**config.mk**
```make
export PLATFORM = sky130hd
export DESIGN_NAME = asp_rx_buffer
export DESIGN_NICKNAME = d
export VERILOG_FILES = /design/src/rtl/asp_rx_buffer.sv
export SDC_FILE = /design/constraint.sdc
export NUM_CORES = 1
export LEC_CHECK = 0
export CAP_MARGIN = 20
export CORE_MARGIN = 4
export CORE_UTILIZATION = 53
export CTS_CLUSTER_DIAMETER = 200
export DETAILED_ROUTE_END_ITERATION = 8
export PLACE_DENSITY = 0.77
export SLEW_MARGIN = 40
export SYNTH_ARGS = -nofsm -noshare
export SYNTH_HDL_FRONTEND = slang
export SYNTH_SLANG_ARGS = --single-unit
```
**constraint.sdc**
```tcl
create_clock -name clk -period 2.6 [get_ports clk]
set_input_delay 0.39 -clock clk [delete_from_list [all_inputs] [get_ports clk]]
set_output_delay 0.39 -clock clk [all_outputs]
set_load 0.005 [all_outputs]
```
**src/rtl/asp_rx_buffer.sv**
```systemverilog
// ---------------------------------------------------------------------------
// asp_rx_buffer
//
// Receive-side buffer between a tagged network link and a host. Each network
// word carries a data field in its upper DATA_SIZE bits and a tag in its low
// TAG_SIZE bits. Words whose tag equals TAG_VALUE are queued in a DEPTH-entry
// FIFO for the host. All other words are dropped.
//
// Each offered word is answered one cycle later with an ACK or NACK pulse.
//
// Parameters:
//   DATA_SIZE  host data width
//   TAG_SIZE   network tag width
//   TAG_VALUE  tag accepted by this receiver
//   DEPTH      FIFO depth in words (power of two, >= 2)
//
// Ports:
//   clk                    rising-edge clock
//   reset                  asynchronous, active-low reset
//   network_data_ready_in  network word valid this cycle
//   network_data_tag_in    {data, tag}, with the tag in the low bits
//   network_ACK_out        one-cycle pulse: previous word accepted
//   network_NACK_out       one-cycle pulse: previous word rejected
//   host_data_ready_out    FIFO non-empty; host_data_out valid
//   host_data_accept_in    host pops the head word when ready is high
//   host_data_out          FIFO head word (0 when empty)
//   tag_error_out          one-cycle pulse on a tag mismatch
//   overflow_out           sticky: a good word was dropped because FIFO full
//   fifo_count_out         number of words held, 0..DEPTH
//   tag_error_count_out    saturating mismatch counter
//
// Optional feature:
//   Define ASP_RX_ERRCNT_EN to build the saturating tag error counter.
//   Without the macro, tag_error_count_out is tied to zero.
// ---------------------------------------------------------------------------
module asp_rx_buffer #(
    parameter int                  DATA_SIZE = 32,
    parameter int                  TAG_SIZE  = 8,
    parameter logic [TAG_SIZE-1:0] TAG_VALUE = 8'hAB,
    parameter int                  DEPTH     = 4
) (
    input  logic                          clk,
    input  logic                          reset,
    input  logic                          network_data_ready_in,
    input  logic [DATA_SIZE+TAG_SIZE-1:0] network_data_tag_in,
    output logic                          network_ACK_out,
    output logic                          network_NACK_out,
    output logic                          host_data_ready_out,
    input  logic                          host_data_accept_in,
    output logic [DATA_SIZE-1:0]          host_data_out,
    output logic                          tag_error_out,
    output logic                          overflow_out,
    output logic [$clog2(DEPTH):0]        fifo_count_out,
    output logic [7:0]                    tag_error_count_out
);

    localparam int AW = $clog2(DEPTH);
    localparam int CW = AW + 1;

    logic [DATA_SIZE-1:0] mem_q [DEPTH];

    logic [AW-1:0] wrPtr_q, wrPtr_d;
    logic [AW-1:0] rdPtr_q, rdPtr_d;
    logic [CW-1:0] count_q, count_d;
    logic          ack_q, ack_d;
    logic          nack_q, nack_d;
    logic          tagErr_q, tagErr_d;
    logic          overflow_q, overflow_d;

    logic                 tagMatch;
    logic                 pop;
    logic                 push;
    logic [DATA_SIZE-1:0] inData;

    assign inData   = network_data_tag_in[DATA_SIZE+TAG_SIZE-1:TAG_SIZE];
    assign tagMatch = (network_data_tag_in[TAG_SIZE-1:0] == TAG_VALUE);

    // A pop frees a slot in the same edge. This lets a full FIFO still
    // accept a word when the host drains one at the same time.
    assign pop  = host_data_accept_in && (count_q != '0);
    assign push = network_data_ready_in && tagMatch &&
                  ((count_q < CW'(DEPTH)) || pop);

    // Next-state logic for the pointers, the count and the response pulses.
    always_comb begin
        wrPtr_d    = wrPtr_q;
        rdPtr_d    = rdPtr_q;
        count_d    = count_q;
        ack_d      = push;
        nack_d     = network_data_ready_in && !push;
        tagErr_d   = network_data_ready_in && !tagMatch;
        overflow_d = overflow_q;

        if (push) begin
            wrPtr_d = wrPtr_q + AW'(1);
        end
        if (pop) begin
            rdPtr_d = rdPtr_q + AW'(1);
        end

        unique case ({push, pop})
            2'b10:   count_d = count_q + CW'(1);
            2'b01:   count_d = count_q - CW'(1);
            default: count_d = count_q;
        endcase

        // A well-tagged word is rejected only when there is no room for it.
        if (network_data_ready_in && tagMatch && !push) begin
            overflow_d = 1'b1;
        end
    end

    always_ff @(posedge clk or negedge reset) begin
        if (!reset) begin
            wrPtr_q    <= '0;
            rdPtr_q    <= '0;
            count_q    <= '0;
            ack_q      <= 1'b0;
            nack_q     <= 1'b0;
            tagErr_q   <= 1'b0;
            overflow_q <= 1'b0;
        end else begin
            wrPtr_q    <= wrPtr_d;
            rdPtr_q    <= rdPtr_d;
            count_q    <= count_d;
            ack_q      <= ack_d;
            nack_q     <= nack_d;
            tagErr_q   <= tagErr_d;
            overflow_q <= overflow_d;
        end
    end

    // Storage needs no reset. An entry is only ever read after it is written,
    // and the output is masked to zero while the FIFO is empty.
    always_ff @(posedge clk) begin
        if (push) begin
            mem_q[wrPtr_q] <= inData;
        end
    end

`ifdef ASP_RX_ERRCNT_EN
    logic [7:0] errCnt_q, errCnt_d;

    always_comb begin
        errCnt_d = errCnt_q;
        if (network_data_ready_in && !tagMatch && (errCnt_q != 8'hFF)) begin
            errCnt_d = errCnt_q + 8'd1;
        end
    end

    always_ff @(posedge clk or negedge reset) begin
        if (!reset) begin
            errCnt_q <= '0;
        end else begin
            errCnt_q <= errCnt_d;
        end
    end

    assign tag_error_count_out = errCnt_q;
`else
    assign tag_error_count_out = '0;
`endif

    assign network_ACK_out     = ack_q;
    assign network_NACK_out    = nack_q;
    assign tag_error_out       = tagErr_q;
    assign overflow_out        = overflow_q;
    assign fifo_count_out      = count_q;
    assign host_data_ready_out = (count_q != '0);
    assign host_data_out       = (count_q != '0) ? mem_q[rdPtr_q] : '0;

endmodule

```
==> results_dict.tcl <==
set metrics [dict create \
    start_kind "register" \
    timing.hold.worst.class "in -> async" \
    r2r_setup_slack_ns 0.61 \
    antenna_found_initial 0 \
    r2r_cells 8 \
    largest_net_degree_at_the_start_of_global_routing 34 \
    synth_area_per_cell_um2 21.2 \
    routed_wl_um 9940 \
    die_area_um2 12100 \
    clock_tree.root_cell "clkbuf_8" \
    cap_violations 0 \
    placement.cell_area_um2 6580 \
    post_synth_inst_count 260 \
    timing.max_slew.rel_slack_pct 66.8 \
    synth_most_common_cell "edfxtp_1" \
    num_rows 36 \
    timing.critical_path.arrival_ns 2.13 \
    worstSetupEndpoint "host_data_out[16]" \
    grt_pass1_vias 2881 \
    detail_route.drc_violations 0 \
    timing.final.crit_period_ns 2.52 \
    finalHoldWorstSlack_ns 0.220 \
    grt_pass1_wl_um 15400 \
    regToRegStartpoint "fifo_count_out[0]" \
    num_cts_buffers 17 \
    first_pass_iters 4 \
    ys_seq_area_share_pct 74.8 \
    setup_violation_total_in_the_final_timing_report 0 \
    route.vias.total 2731 \
    fmax_mhz 396 \
    antenna_cells_inserted 0 \
    tritoncts_num_sinks 139 \
    static-leakage-power_nw 2.55 \
    crit_required_ns 2.21 \
    finClkSkew_ns 0.00689 \
    drt_first_iter_violations 157 \
    grt_usage_pct 17.9 \
    vias_per_cell 5.33 \
    pins_over_their_slew_limit 0 \
    synthFlopType "edfxtp_1" \
    critical_path.endpoint_type "primary output" \
    netlist-cell-type-count 27 \
    cts_tree "yes" \
    core_region_area_um2 9950 \
    max_buffers_root_to_sink 2 \
    maximum_fanout_encountered_on_the_critical_timing_path 23 \
    x_dimension_of_the_die_um 110 \
    floorplan.initialDensity_pct 55.3 \
    layout-area-overhead-vs-synth_pct 30.8 \
    synth_top_cell_area_share_pct 69.8 \
    detailedPlace.worstSlack_ns 0.175 \
    grt.overflow.total 0 \
    total_power_w 0.00689 \
    setup_slack_ns 0.0753 \
    synth_top_cells_by_area "edfxtp_1 (70%), mux4_2 (13%), dfrtp_1 (5.0%)" \
    synth-warning-count 0 \
    place_congestion 0.769 \
    worstMarginPinSlew_ns 0.496 \
    critical_path.reg2reg.endpoint "fifo_count_out[2]" \
    synth_commonest_cells "edfxtp_1 (128), and2_1 (33), mux4_2 (32)" \
    clock_insertion_delay_worst_skew_ns 0.51 \
    clock_tree.htree_level_count 4 \
    fin_crit_sh_pct 97.1 \
    synth-async-reset-ratio_pct 7.91 \
    setup.worst_path.class "reg -> out" \
    power.ir.vdd_worst_uv 623 \
    final_design_area_no_fill_um2 7210 \
    vertical_extent_of_the_die_um 110 \
    design.final.nets 416 \
    synth-edff-count 128 \
    avgRoutedWirePerCell_um 19.4 \
    share_of_cells_above_drive_strength_1_pct 24.5 \
    synth.largest_area_cell "edfxtp_1" \
    antenna_violating_nets_post_route 0 \
    floorplan.io_pins 92 \
    io_buffers 83 \
    power_per_cell_area_nw_per_um2 956 \
    finalHoldViolCount 0 \
    layout.filler_cells 630 \
    critical_path.startpoint "rdPtr_q[0]" \
    run_status "complete, no violations" \
    yosys_register_bits 139 \
    clk_pin_slew_worst_paths_ns 0.06 \
    dp_hpwl_um 6120 \
    rsz0062_at_grt "no" \
    post_synth_instance_area_um2 5510 \
]
## routing by layer
layer / part of all wire, % / up-vias / routed length [um] / global-route usage (%)
met2: 52 / 103 / 5160 / 29.1
met3: 7.2 / 7 / 718 / 5.40
li1: - / 1226 / - / -
met4: 0.74 / 0 / 74 / 6.41
met1: 40 / 1395 / 3990 / 23.2
met5: 0 / - / 0 / 0
## logic make-up (layout without fill, tap and decap cells)
| kind of cell | Yosys count | count (layout) | synth area share (%) |
|---|---|---|---|
| flops | 139 | 139 | 74.8 |
| simple gates | 46 | 46 | 5.97 |
| mux | 34 | 34 | 13.5 |
| buf+inv | 26 | 138 | 2.86 |
| fa+ha+maj | 6 | 6 | 1.50 |
| xor+xnor | 6 | 6 | 0.954 |
| compound gates | 2 | 2 | 0.318 |
| other cells | 1 | 8 | 0.0681 |
## registers in the layout (all words and copies together), names as in the netlist
name,count
mem_q,128
fifo_count_out,3
rdPtr_q,2
wrPtr_q,2
network_ACK_out,1
network_NACK_out,1
overflow_out,1
tag_error_out,1
## final cells by class
cell class                      count  area (um^2)  area share, %
Multi-Input combinational cell    102         1270           17.6
Inverter                            6         22.5          0.313
Clock buffer                       17          414           5.75
Sequential cell                   139         4120           57.2
Tap cell                          133          166           2.31
Clock inverter                     15          165           2.29
Timing Repair Buffer              100         1050           14.6
## layout by cell type (no fill, tap or decap), types with 2 or more instances in the layout
cell type	n
clkbuf_16	16
clkinv_4	6
dlymetal6s2s_1	3
buf_4	7
and2_2	4
mux4_2	32
buf_12	7
inv_1	6
conb_1	8
ha_1	5
xor2_1	3
edfxtp_1	128
and2_1	31
bufinv_16	2
clkdlybuf4s50_1	51
and2_4	2
dfrtp_2	2
dfrtp_1	9
xnor2_1	3
nor2_1	2
clkinvlp_4	2
dlygate4sd2_1	29
inv_6	2
## report_power, final
part / leakage [nW] / internal [W] / switching [W]
Sequential: 1.28 / 0.00249 / 0.0000845
Combinational: 0.995 / 0.00126 / 0.000763
Clock: 0.278 / 0.00138 / 0.000914
Total: 2.55 / 0.00513 / 0.00176
## how the worst min path moves through the flow
stage	startpoint	to	slack, ns
global placement	overflow_out	overflow_out	0.49
floorplan	reset	fifo_count_out[0]	0.09
finish	reset	network_NACK_out	0.22
CTS	reset	fifo_count_out[0]	0.22
detailed placement	overflow_out	overflow_out	0.47
global route	reset	network_NACK_out	0.23
## worst max-delay path, cell delays in order, from the launching register on
cell and delay, ns:
dfrtp_2 0.41, buf_12 0.23, mux4_2 0.55, and2_4 0.18
dlygate4sd2_1 0.25
## timing repair
| item | CTS | global route |
|---|---|---|
| hold buffers | 0 | 0 |
| resized for setup | 36 | 6 |
| buffers inserted | 2 | 0 |
| gates cloned | 1 | 0 |
| setup endpoints to repair | 32 | 4 |
| pin swaps | 0 | 0 |
## stage by stage
stage | cells | util, % | TNS [ns]
floorplan | 267 | - | 0
global placement | 477 | 66.1 | 0
detailed placement | 477 | 66.1 | 0
CTS | 512 | 72.2 | -0.265
global route | 512 | 72.4 | 0
finish | 512 | 72.4 | 0
Note: power is estimated with default switching activity, not from simulation.
